<file path="src/rtl/moka_imem_loader_if.sv">
// Byte-stream receive and instruction-memory write bundle
// for the moka_rv32 boot loader.
interface moka_imem_loader_if #(
  parameter int DATA_WIDTH = 32
);
  logic [7:0]            rx_data;
  logic                  rx_valid;
  logic                  rx_ready;
  logic                  mem_we;
  logic [DATA_WIDTH-1:0] mem_addr;
  logic [DATA_WIDTH-1:0] mem_wd;

  modport slave (
    input  rx_data,
    input  rx_valid,
    output rx_ready,
    output mem_we,
    output mem_addr,
    output mem_wd
  );

  modport master (
    output rx_data,
    output rx_valid,
    input  rx_ready,
    input  mem_we,
    input  mem_addr,
    input  mem_wd
  );
endinterface

</file>
<file path="src/rtl/moka_imem_loader.sv">
// Boot loader: byte stream -> LE words -> imem, then core_en.
// Define LOADER_CHECKSUM_EN for the trailing mod-256 checksum byte.
module moka_imem_loader #(
  parameter int DATA_WIDTH   = 32,
  parameter int MEM_CAPACITY = 10
) (
  input  logic                clk,
  input  logic                rstn,
  input  logic                en,
  moka_imem_loader_if.slave   bus,
  output logic                core_en,
  output logic                busy,
  output logic                done,
  output logic                error
);

  typedef enum logic [2:0] {
    S_IDLE,
    S_LEN_LO,
    S_LEN_HI,
    S_DATA,
`ifdef LOADER_CHECKSUM_EN
    S_CHECK,
`endif
    S_DONE,
    S_ERROR
  } state_e;

`ifdef LOADER_CHECKSUM_EN
  localparam state_e S_FIN = S_CHECK;
`else
  localparam state_e S_FIN = S_DONE;
`endif

  localparam logic [15:0] CAP = 16'(MEM_CAPACITY);

  state_e                state_q, state_d;
  logic [15:0]           n_q, n_d;
  logic [15:0]           word_idx_q, word_idx_d;
  logic [1:0]            byte_cnt_q, byte_cnt_d;
  logic [23:0]           buf_q, buf_d;
  logic                  mem_we_q, mem_we_d;
  logic [DATA_WIDTH-1:0] mem_addr_q, mem_addr_d;
  logic [DATA_WIDTH-1:0] mem_wd_q, mem_wd_d;
  logic                  core_en_q, core_en_d;
  logic                  busy_q, busy_d;
  logic                  done_q, done_d;
  logic                  error_q, error_d;
`ifdef LOADER_CHECKSUM_EN
  logic [7:0]            sum_q, sum_d;
`endif

  logic        rdy;
  logic        acc;
  logic [15:0] n_len;

  function automatic logic in_load(state_e s);
    return (s == S_LEN_LO) || (s == S_LEN_HI) ||
`ifdef LOADER_CHECKSUM_EN
           (s == S_CHECK) ||
`endif
           (s == S_DATA);
  endfunction

  always_comb begin
    rdy = en && in_load(state_q);
    acc = rdy && bus.rx_valid;
    n_len = {bus.rx_data, n_q[7:0]};
    state_d    = state_q;
    n_d        = n_q;
    word_idx_d = word_idx_q;
    byte_cnt_d = byte_cnt_q;
    buf_d      = buf_q;
    mem_we_d   = 1'b0;
    mem_addr_d = mem_addr_q;
    mem_wd_d   = mem_wd_q;
`ifdef LOADER_CHECKSUM_EN
    sum_d = acc ? 8'(sum_q + bus.rx_data) : sum_q;
`endif
    if (en) begin
      unique case (state_q)
        S_IDLE: state_d = S_LEN_LO;
        S_LEN_LO: begin
          if (acc) begin
            n_d[7:0] = bus.rx_data;
            state_d  = S_LEN_HI;
          end
        end
        S_LEN_HI: begin
          if (acc) begin
            n_d[15:8] = bus.rx_data;
            if (n_len > CAP)
              state_d = S_ERROR;
            else if (n_len == 16'd0)
              state_d = S_FIN;
            else
              state_d = S_DATA;
          end
        end
        S_DATA: begin
          if (acc) begin
            byte_cnt_d = byte_cnt_q + 2'd1;
            case (byte_cnt_q)
              2'd0: buf_d[7:0]   = bus.rx_data;
              2'd1: buf_d[15:8]  = bus.rx_data;
              2'd2: buf_d[23:16] = bus.rx_data;
              default: begin
                mem_we_d   = 1'b1;
                mem_wd_d   = DATA_WIDTH'({bus.rx_data, buf_q});
                mem_addr_d = DATA_WIDTH'({word_idx_q, 2'b00});
                word_idx_d = word_idx_q + 16'd1;
                if (word_idx_q == n_q - 16'd1)
                  state_d = S_FIN;
              end
            endcase
          end
        end
`ifdef LOADER_CHECKSUM_EN
        S_CHECK: begin
          if (acc)
            state_d = (sum_d == 8'd0) ? S_DONE : S_ERROR;
        end
`endif
        default: ;
      endcase
    end
    busy_d    = in_load(state_d);
    done_d    = done_q | (state_d == S_DONE);
    error_d   = error_q | (state_d == S_ERROR);
    // core_en trails done by one edge so the last write lands first
    core_en_d = core_en_q | (en & done_q);
  end

  always_ff @(posedge clk or negedge rstn) begin
    if (!rstn) begin
      state_q    <= S_IDLE;
      n_q        <= '0;
      word_idx_q <= '0;
      byte_cnt_q <= '0;
      buf_q      <= '0;
      mem_we_q   <= 1'b0;
      mem_addr_q <= '0;
      mem_wd_q   <= '0;
      core_en_q  <= 1'b0;
      busy_q     <= 1'b0;
      done_q     <= 1'b0;
      error_q    <= 1'b0;
`ifdef LOADER_CHECKSUM_EN
      sum_q      <= '0;
`endif
    end else begin
      state_q    <= state_d;
      n_q        <= n_d;
      word_idx_q <= word_idx_d;
      byte_cnt_q <= byte_cnt_d;
      buf_q      <= buf_d;
      mem_we_q   <= mem_we_d;
      mem_addr_q <= mem_addr_d;
      mem_wd_q   <= mem_wd_d;
      core_en_q  <= core_en_d;
      busy_q     <= busy_d;
      done_q     <= done_d;
      error_q    <= error_d;
`ifdef LOADER_CHECKSUM_EN
      sum_q      <= sum_d;
`endif
    end
  end

  assign bus.rx_ready = rdy;
  assign bus.mem_we   = mem_we_q;
  assign bus.mem_addr = mem_addr_q;
  assign bus.mem_wd   = mem_wd_q;
  assign core_en      = core_en_q;
  assign busy         = busy_q;
  assign done         = done_q;
  assign error        = error_q;

endmodule

</file>
<file path="src/flat_wrapper.sv">
// flat-port wrapper written by rule: the top's interface ports become plain ports
module moka_imem_loader_flat 
#(
  parameter int DATA_WIDTH   = 32,
  parameter int MEM_CAPACITY = 10
)
  (clk, rstn, en, core_en, busy, done, error, bus_rx_data, bus_rx_valid, bus_rx_ready, bus_mem_we, bus_mem_addr, bus_mem_wd);
  moka_imem_loader_if #(.DATA_WIDTH(DATA_WIDTH)) bus_i ();
  input  logic clk;
  input  logic rstn;
  input  logic en;
  output logic core_en;
  output logic busy;
  output logic done;
  output logic error;
  input wire logic [$bits(bus_i.rx_data)-1:0] bus_rx_data;
  input wire logic [$bits(bus_i.rx_valid)-1:0] bus_rx_valid;
  output wire logic [$bits(bus_i.rx_ready)-1:0] bus_rx_ready;
  output wire logic [$bits(bus_i.mem_we)-1:0] bus_mem_we;
  output wire logic [$bits(bus_i.mem_addr)-1:0] bus_mem_addr;
  output wire logic [$bits(bus_i.mem_wd)-1:0] bus_mem_wd;
  assign bus_i.rx_data = bus_rx_data;
  assign bus_i.rx_valid = bus_rx_valid;
  assign bus_rx_ready = bus_i.rx_ready;
  assign bus_mem_we = bus_i.mem_we;
  assign bus_mem_addr = bus_i.mem_addr;
  assign bus_mem_wd = bus_i.mem_wd;
  moka_imem_loader #(.DATA_WIDTH(DATA_WIDTH), .MEM_CAPACITY(MEM_CAPACITY)) u_core (.clk(clk), .rstn(rstn), .en(en), .bus(bus_i), .core_en(core_en), .busy(busy), .done(done), .error(error));
endmodule
</file>
<file path="config.mk">
export PLATFORM = sky130hd
export DESIGN_NAME = moka_imem_loader_flat
export DESIGN_NICKNAME = d
export VERILOG_FILES = /design/src/rtl/moka_imem_loader_if.sv /design/src/rtl/moka_imem_loader.sv /design/src/flat_wrapper.sv
export SDC_FILE = /design/constraint.sdc
export NUM_CORES = 1
export LEC_CHECK = 0
export ABC_CLOCK_PERIOD_IN_PS = 3900
export BUFFER_PORTS_ARGS = -buffer_cell sky130_fd_sc_hd__buf_2
export CELL_PAD_IN_SITES_DETAIL_PLACEMENT = 1
export CELL_PAD_IN_SITES_GLOBAL_PLACEMENT = 1
export CORE_ASPECT_RATIO = 0.9
export CORE_MARGIN = 8
export CORE_UTILIZATION = 30
export CTS_CLUSTER_DIAMETER = 100
export DETAILED_ROUTE_END_ITERATION = 12
export MAX_ROUTING_LAYER = met4
export PLACE_DENSITY_LB_ADDON = 0.25
export SLEW_MARGIN = 20
export SYNTH_ARGS = -nofsm -noshare
export SYNTH_HDL_FRONTEND = slang
export SYNTH_SLANG_ARGS = --single-unit
</file>
<file path="constraint.sdc">
create_clock -name clk -period 3.9 [get_ports clk]
set_input_delay 0.195 -clock clk [delete_from_list [all_inputs] [get_ports clk]]
set_output_delay 0.195 -clock clk [all_outputs]
set_load 0.01 [all_outputs]
</file>
[After elaboration in Yosys (flattened, before gate mapping)]
Cells that the tools add are included.
Word-level totals
  flip-flop bits (word level): 114
Cells by class
  $add $sub $neg: 3
  order comparisons: 1
  equality and inequality tests: 11
  mux-type cells: 13
  bitwise logic cells: 5
  reduce and logical (&&, ||, !) cells: 17
Operators with widths (number)
  two-way mux 3 bit: 8
  adder 16 x 1 -> 16 bit, second input constant: 1
  == test 16 bit: 1
  greater-than comparator 16 x 4 -> 1 bit, second input constant: 1
  zero test 16 bit: 1
  AND reduction 4 bit: 4
  subtractor 16 x 1 -> 16 bit, second input constant: 1
  == test 3 x 2 -> 1 bit, second input constant: 4
  one-hot mux 3 bit (4 select lines): 1
  AND reduction 3 bit: 3
  == test 3 x 1 -> 1 bit, second input constant: 2
  == test 3 bit, second input constant: 2
  logical OR 1 bit: 4
  two-way mux 1 bit: 4
  zero test 3 bit: 1
  bitwise OR 1 bit: 3
  OR reduction 3 bit: 1
  adder 2 x 1 -> 2 bit, second input constant: 1
  == test 2 x 1 -> 1 bit, second input constant: 1
  == test 2 bit, second input constant: 1
  logical AND 1 bit: 2
  zero test 2 bit: 1
  AND 1 bit: 1
  NOT 1 bit: 1

[Longest topological paths before layout]
  word-level depth: 11
  gate-level depth with buffers: 8

[Worst setup path before layout]
Ideal clock, no wire load.
  path kind: register -> register
  from: register u_core.n_q[4]
  to: register u_core.busy_q, in the netlist u_core.busy
  arrival time: 2532 ps
  setup slack: 1231 ps
  cell stages (with the launch flop): 9
  buffers on the path: 2
  period minus slack after synthesis: 2669 ps
  cells stage by stage: dfrtp_1 buf_6 or4_1 clkbuf_2 or4_1 a211o_1 a32o_1 nor4b_4 a211oi_1
Between the ends
  cells in the longest elaborated chain, start to end: 10
Ends and longest elaborated chain
  start: declaration: RTL line moka_imem_loader.sv:38  | logic [15:0] n_q, n_d;
  start signal: assignment: RTL line moka_imem_loader.sv:153  | n_q <= n_d;
  subtractor 16 x 1 -> 16 bit: RTL line moka_imem_loader.sv:112  | if (word_idx_q == n_q - 16'd1)
  == test 16 bit: RTL line moka_imem_loader.sv:112
  two-way mux 3 bit: RTL line moka_imem_loader.sv:112
  two-way mux 3 bit: RTL line moka_imem_loader.sv:103  | case (byte_cnt_q)
  two-way mux 3 bit: RTL line moka_imem_loader.sv:101  | if (acc) begin
  one-hot mux 3 bit (4 select lines) (*): RTL line moka_imem_loader.sv:81  | unique case (state_q)
  two-way mux 3 bit (*): RTL line moka_imem_loader.sv:80  | if (en) begin
  == test 3 x 1 -> 1 bit / == test 3 x 2 -> 1 bit (equally long branches): RTL line moka_imem_loader.sv:58  | return (s == S_LEN_LO) || (s == S_LEN_HI) ||
  logical OR 1 bit: RTL line moka_imem_loader.sv:58
  logical OR 1 bit (*): RTL line moka_imem_loader.sv:58
  via u_core.busy_d: RTL line moka_imem_loader.sv:46  | logic busy_q, busy_d;
  end signal: assignment: RTL line moka_imem_loader.sv:161  | busy_q <= busy_d;
  end: declaration: RTL line moka_imem_loader.sv:46
Mark *: on every way through the listed nets, which the timed path passes. The rest lies on a longest branch.
A chain may end at the register's enable or synchronous reset.

[Worst setup path after layout]
Ends and elaborated chain as after synthesis.

==> results.toml <==
[worst_setup_path]
cp.arrival_ps = 3230
worst-setup-path-type = "reg -> reg"
ff2ff_setup_slack_ps = 950
rr_worst_depth = 6
r2r-start = "u_core.n_q[4]"
required_ps = 4170
startpoint = "u_core.n_q[4]"
end_kind = "flop"
r2r-end = "u_core.busy"
critPathMaxFanout = 10
cp-endpoint = "u_core.busy"
cp-start-kind = "flop"

[pwr]
power_frac_clock_pct = 36.1
power_frac_comb_pct = 24.5
swShare_pct = 30.1
total_power_mw = 4.65
powerDensity_mw_per_mm2 = 735
cellLeakagePower_nw = 3.06
ir_worst_vdd_uv = 350
p_int_mw = 3.25
p_seq_share_pct = 39.4
power.switching_mw = 1.40

[timing]
tightest_slew_ps = 853
setup_slack_ps = 947
final_max_slew_viol_count = 0
period_needed_ps = 2950
setup_viol = 0
maxSlewHeadroom_pct = 42.9
clock.fmax_mhz = 339
rsz0062_at_grt = "false"
skew_ps = 8.39
min_period_over_period_pct = 75.7
finalHoldViolCount = 0
tns_ps = 0

[grt]
grt-ovfl-total = 0
grtUsageTotal_pct = 13.0
grt_pass1_wl_um = 21000
grt_pass1_vias = 3707
grt_max_degree = 55
antenna_found_initial = 0

[floorplan]
die_w_um = 155
die_h_um = 141
io_pins = 82
core_mm2 = 0.0169
num_rows = 45
die_area_mm2 = 0.0218
start_util_pct = 30.7

[detailed_routing]
vias_per_cell = 4.83
num_vias = 3388
drt-total-wl_um = 12900
drc = 0
wl_per_cell_um = 18.4
first_iter_violations = 151
antenna_left = 0
firstDrtPassIters = 4

[layout]
drive_above_1_share_pct = 38.9
insertedDiodeCount = 0
final_nets = 498
fin_area_mm2 = 0.00633
area_delta_synth_final_pct = 21.9
fin_util_pct = 37.5

[clock_network]
clock_latency_ps = 410
clock_sinks = 114
clock-root-buffer = "clkbuf_16"
cts_max_level = 4
cts.clk_slew.worst_paths_ps = 50
cts_tree = "done"
clk_path_buf_depth = 2
post_cts_buffers = 0
numCtsBuffers = 17

[place]
finalWeightedCongestion = 0.799
pre_cts_ws_ps = 977
port_buffers = 65
dpl.hpwl_um = 8870
dpl_cell_area_mm2 = 0.00569

[synth]
synth_top_area_share_pct = 54.9
synth.avg_cell_area_um2 = 12.8
synth_top_flop_cell = "dfrtp_1"
synth_top_area_cell = "dfrtp_1"
synth_area_leaders = "dfrtp_1, mux2_2, xnor2_1"
syn_area_mm2 = 0.00519
synth_edf_count = 0
yosysSeqAreaShare_pct = 54.9
async_reset_ff_share_pct = 100
yosysWarnings = 0
ys_ff_latch = 114
synthDistinctLibCells = 52
syn-instance-count = 406

[worst_hold_path]
holdCritPathClass = "in -> reg"
hp-start = "en"

[run_status]
status = "completed"

[job]
drv_cap = 0
## cells in the final DEF (no fill, tap or decap), types with 4 or more instances in the layout
master       n
buf_2       64
buf_4        5
bufinv_16    5
clkbuf_16   17
conb_1      16
dfrtp_1    114
ha_1         7
inv_1        8
mux2_2      87
nand2_1     16
nand2b_1     4
nand3_1      5
nand4_1      6
nor2_1      17
nor2b_1      4
nor3_1       5
nor3b_1      4
nor4_1       4
o21ai_0      7
or4_1        6
xnor2_1     21
xor2_1      13
## state kept, by name (all words and copies together), names as in the netlist, 2 cells and up
| signal | cells |
|---|---|
| u_core.state_q | 3 |
| u_core.n_q | 16 |
| u_core.bus.mem_addr | 16 |
| u_core.bus.mem_wd | 32 |
| u_core.byte_cnt_q | 2 |
| u_core.word_idx_q | 16 |
| u_core.buf_q | 24 |
## synthesized netlist by cell type (3+ instances only)
cell type / instances
nand4_1: 6
o21ai_0: 7
xor2_1: 13
nand2b_1: 4
inv_1: 8
nor4_1: 4
mux2_2: 87
ha_1: 7
nor3_1: 6
nand3b_1: 3
or4_1: 6
or3_1: 3
buf_4: 16
nand3_1: 5
or2_2: 3
nor2_1: 17
a21o_1: 3
xnor2_1: 21
nor2b_1: 4
and3_1: 3
dfrtp_1: 114
nor3b_1: 4
nand2_1: 16
clkbuf_1: 12
## cell type report
cell class / count / area [µm²]
fillers: 1826 / 10600
flip-flops and latches: 114 / 2850
clock inverters: 10 / 183
repair buffers: 70 / 368
well taps: 211 / 264
clock buffers: 21 / 450
multi-input cells: 268 / 2190
inverters: 8 / 30.0
## logic make-up (layout without fill, tap and decap cells)
family	Yosys count	count (layout)	share of synthesized area, %
flip-flops	114	114	54.9
AND/OR/NAND/NOR	90	90	9.88
multiplexers	87	87	18.9
buffers and inverters	39	109	4.17
AO/OA/AOI/OAI	34	34	4.67
XOR/XNOR	34	34	5.73
adder cells (fa/ha/maj)	7	7	1.69
other	1	16	0.0722
## worst min-delay path by stage
stage,cells after the start,end
after global placement,1,u_core.bus.mem_wd[12]
after global routing,2,u_core.core_en
after CTS,2,u_core.core_en
final,2,u_core.core_en
after detailed placement,1,u_core.bus.mem_wd[12]
after floorplan,0,u_core.buf_q[0]
## layer usage
metal / wire length, µm / vias up / track usage, %
met5: 0 / - / -
met2: 6010 / 79 / 19.0
met3: 575 / 18 / 3.85
met1: 6020 / 1740 / 16.2
met4: 286 / 0 / 6.39
li1: - / 1551 / -
## stage by stage
stage,std cells,hold slack [ps]
2_1_floorplan,421,-101
3_3_place_gp,670,66.0
4_1_cts,702,1.29
3_5_place_dp,670,73.4
6_report,702,19.4
5_1_grt,702,22.1
## power by group through the flow
| stage | Sequential [mW] | Combinational, mW | Clock, mW |
|---|---|---|---|
| CTS | 1.84 | 1.16 | 1.73 |
| global route | 1.89 | 1.27 | 1.78 |
| detailed placement | 1.85 | 1.15 | 0 |
| floorplan | 1.82 | 0.779 | 0 |
| global placement | 1.84 | 1.13 | 0 |
| finish | 1.83 | 1.14 | 1.68 |
## worst max-delay path, stage by stage, from the launching register on
cell	delay [ps]
dfrtp_1	480
or4_1	700
or4_1	520
a211o_1	300
a32o_1	230
nor4b_4	450
a211oi_1	140
## timing repair
| action | 4_1_cts | 5_1_grt |
|---|---|---|
| hold buffers | 1 | 0 |
| resized for setup | 0 | 0 |
| setup endpoints to repair | 0 | 0 |
| endpoints found under the hold margin | 15 | 0 |
No activity file was read; power rests on OpenSTA's default activity.
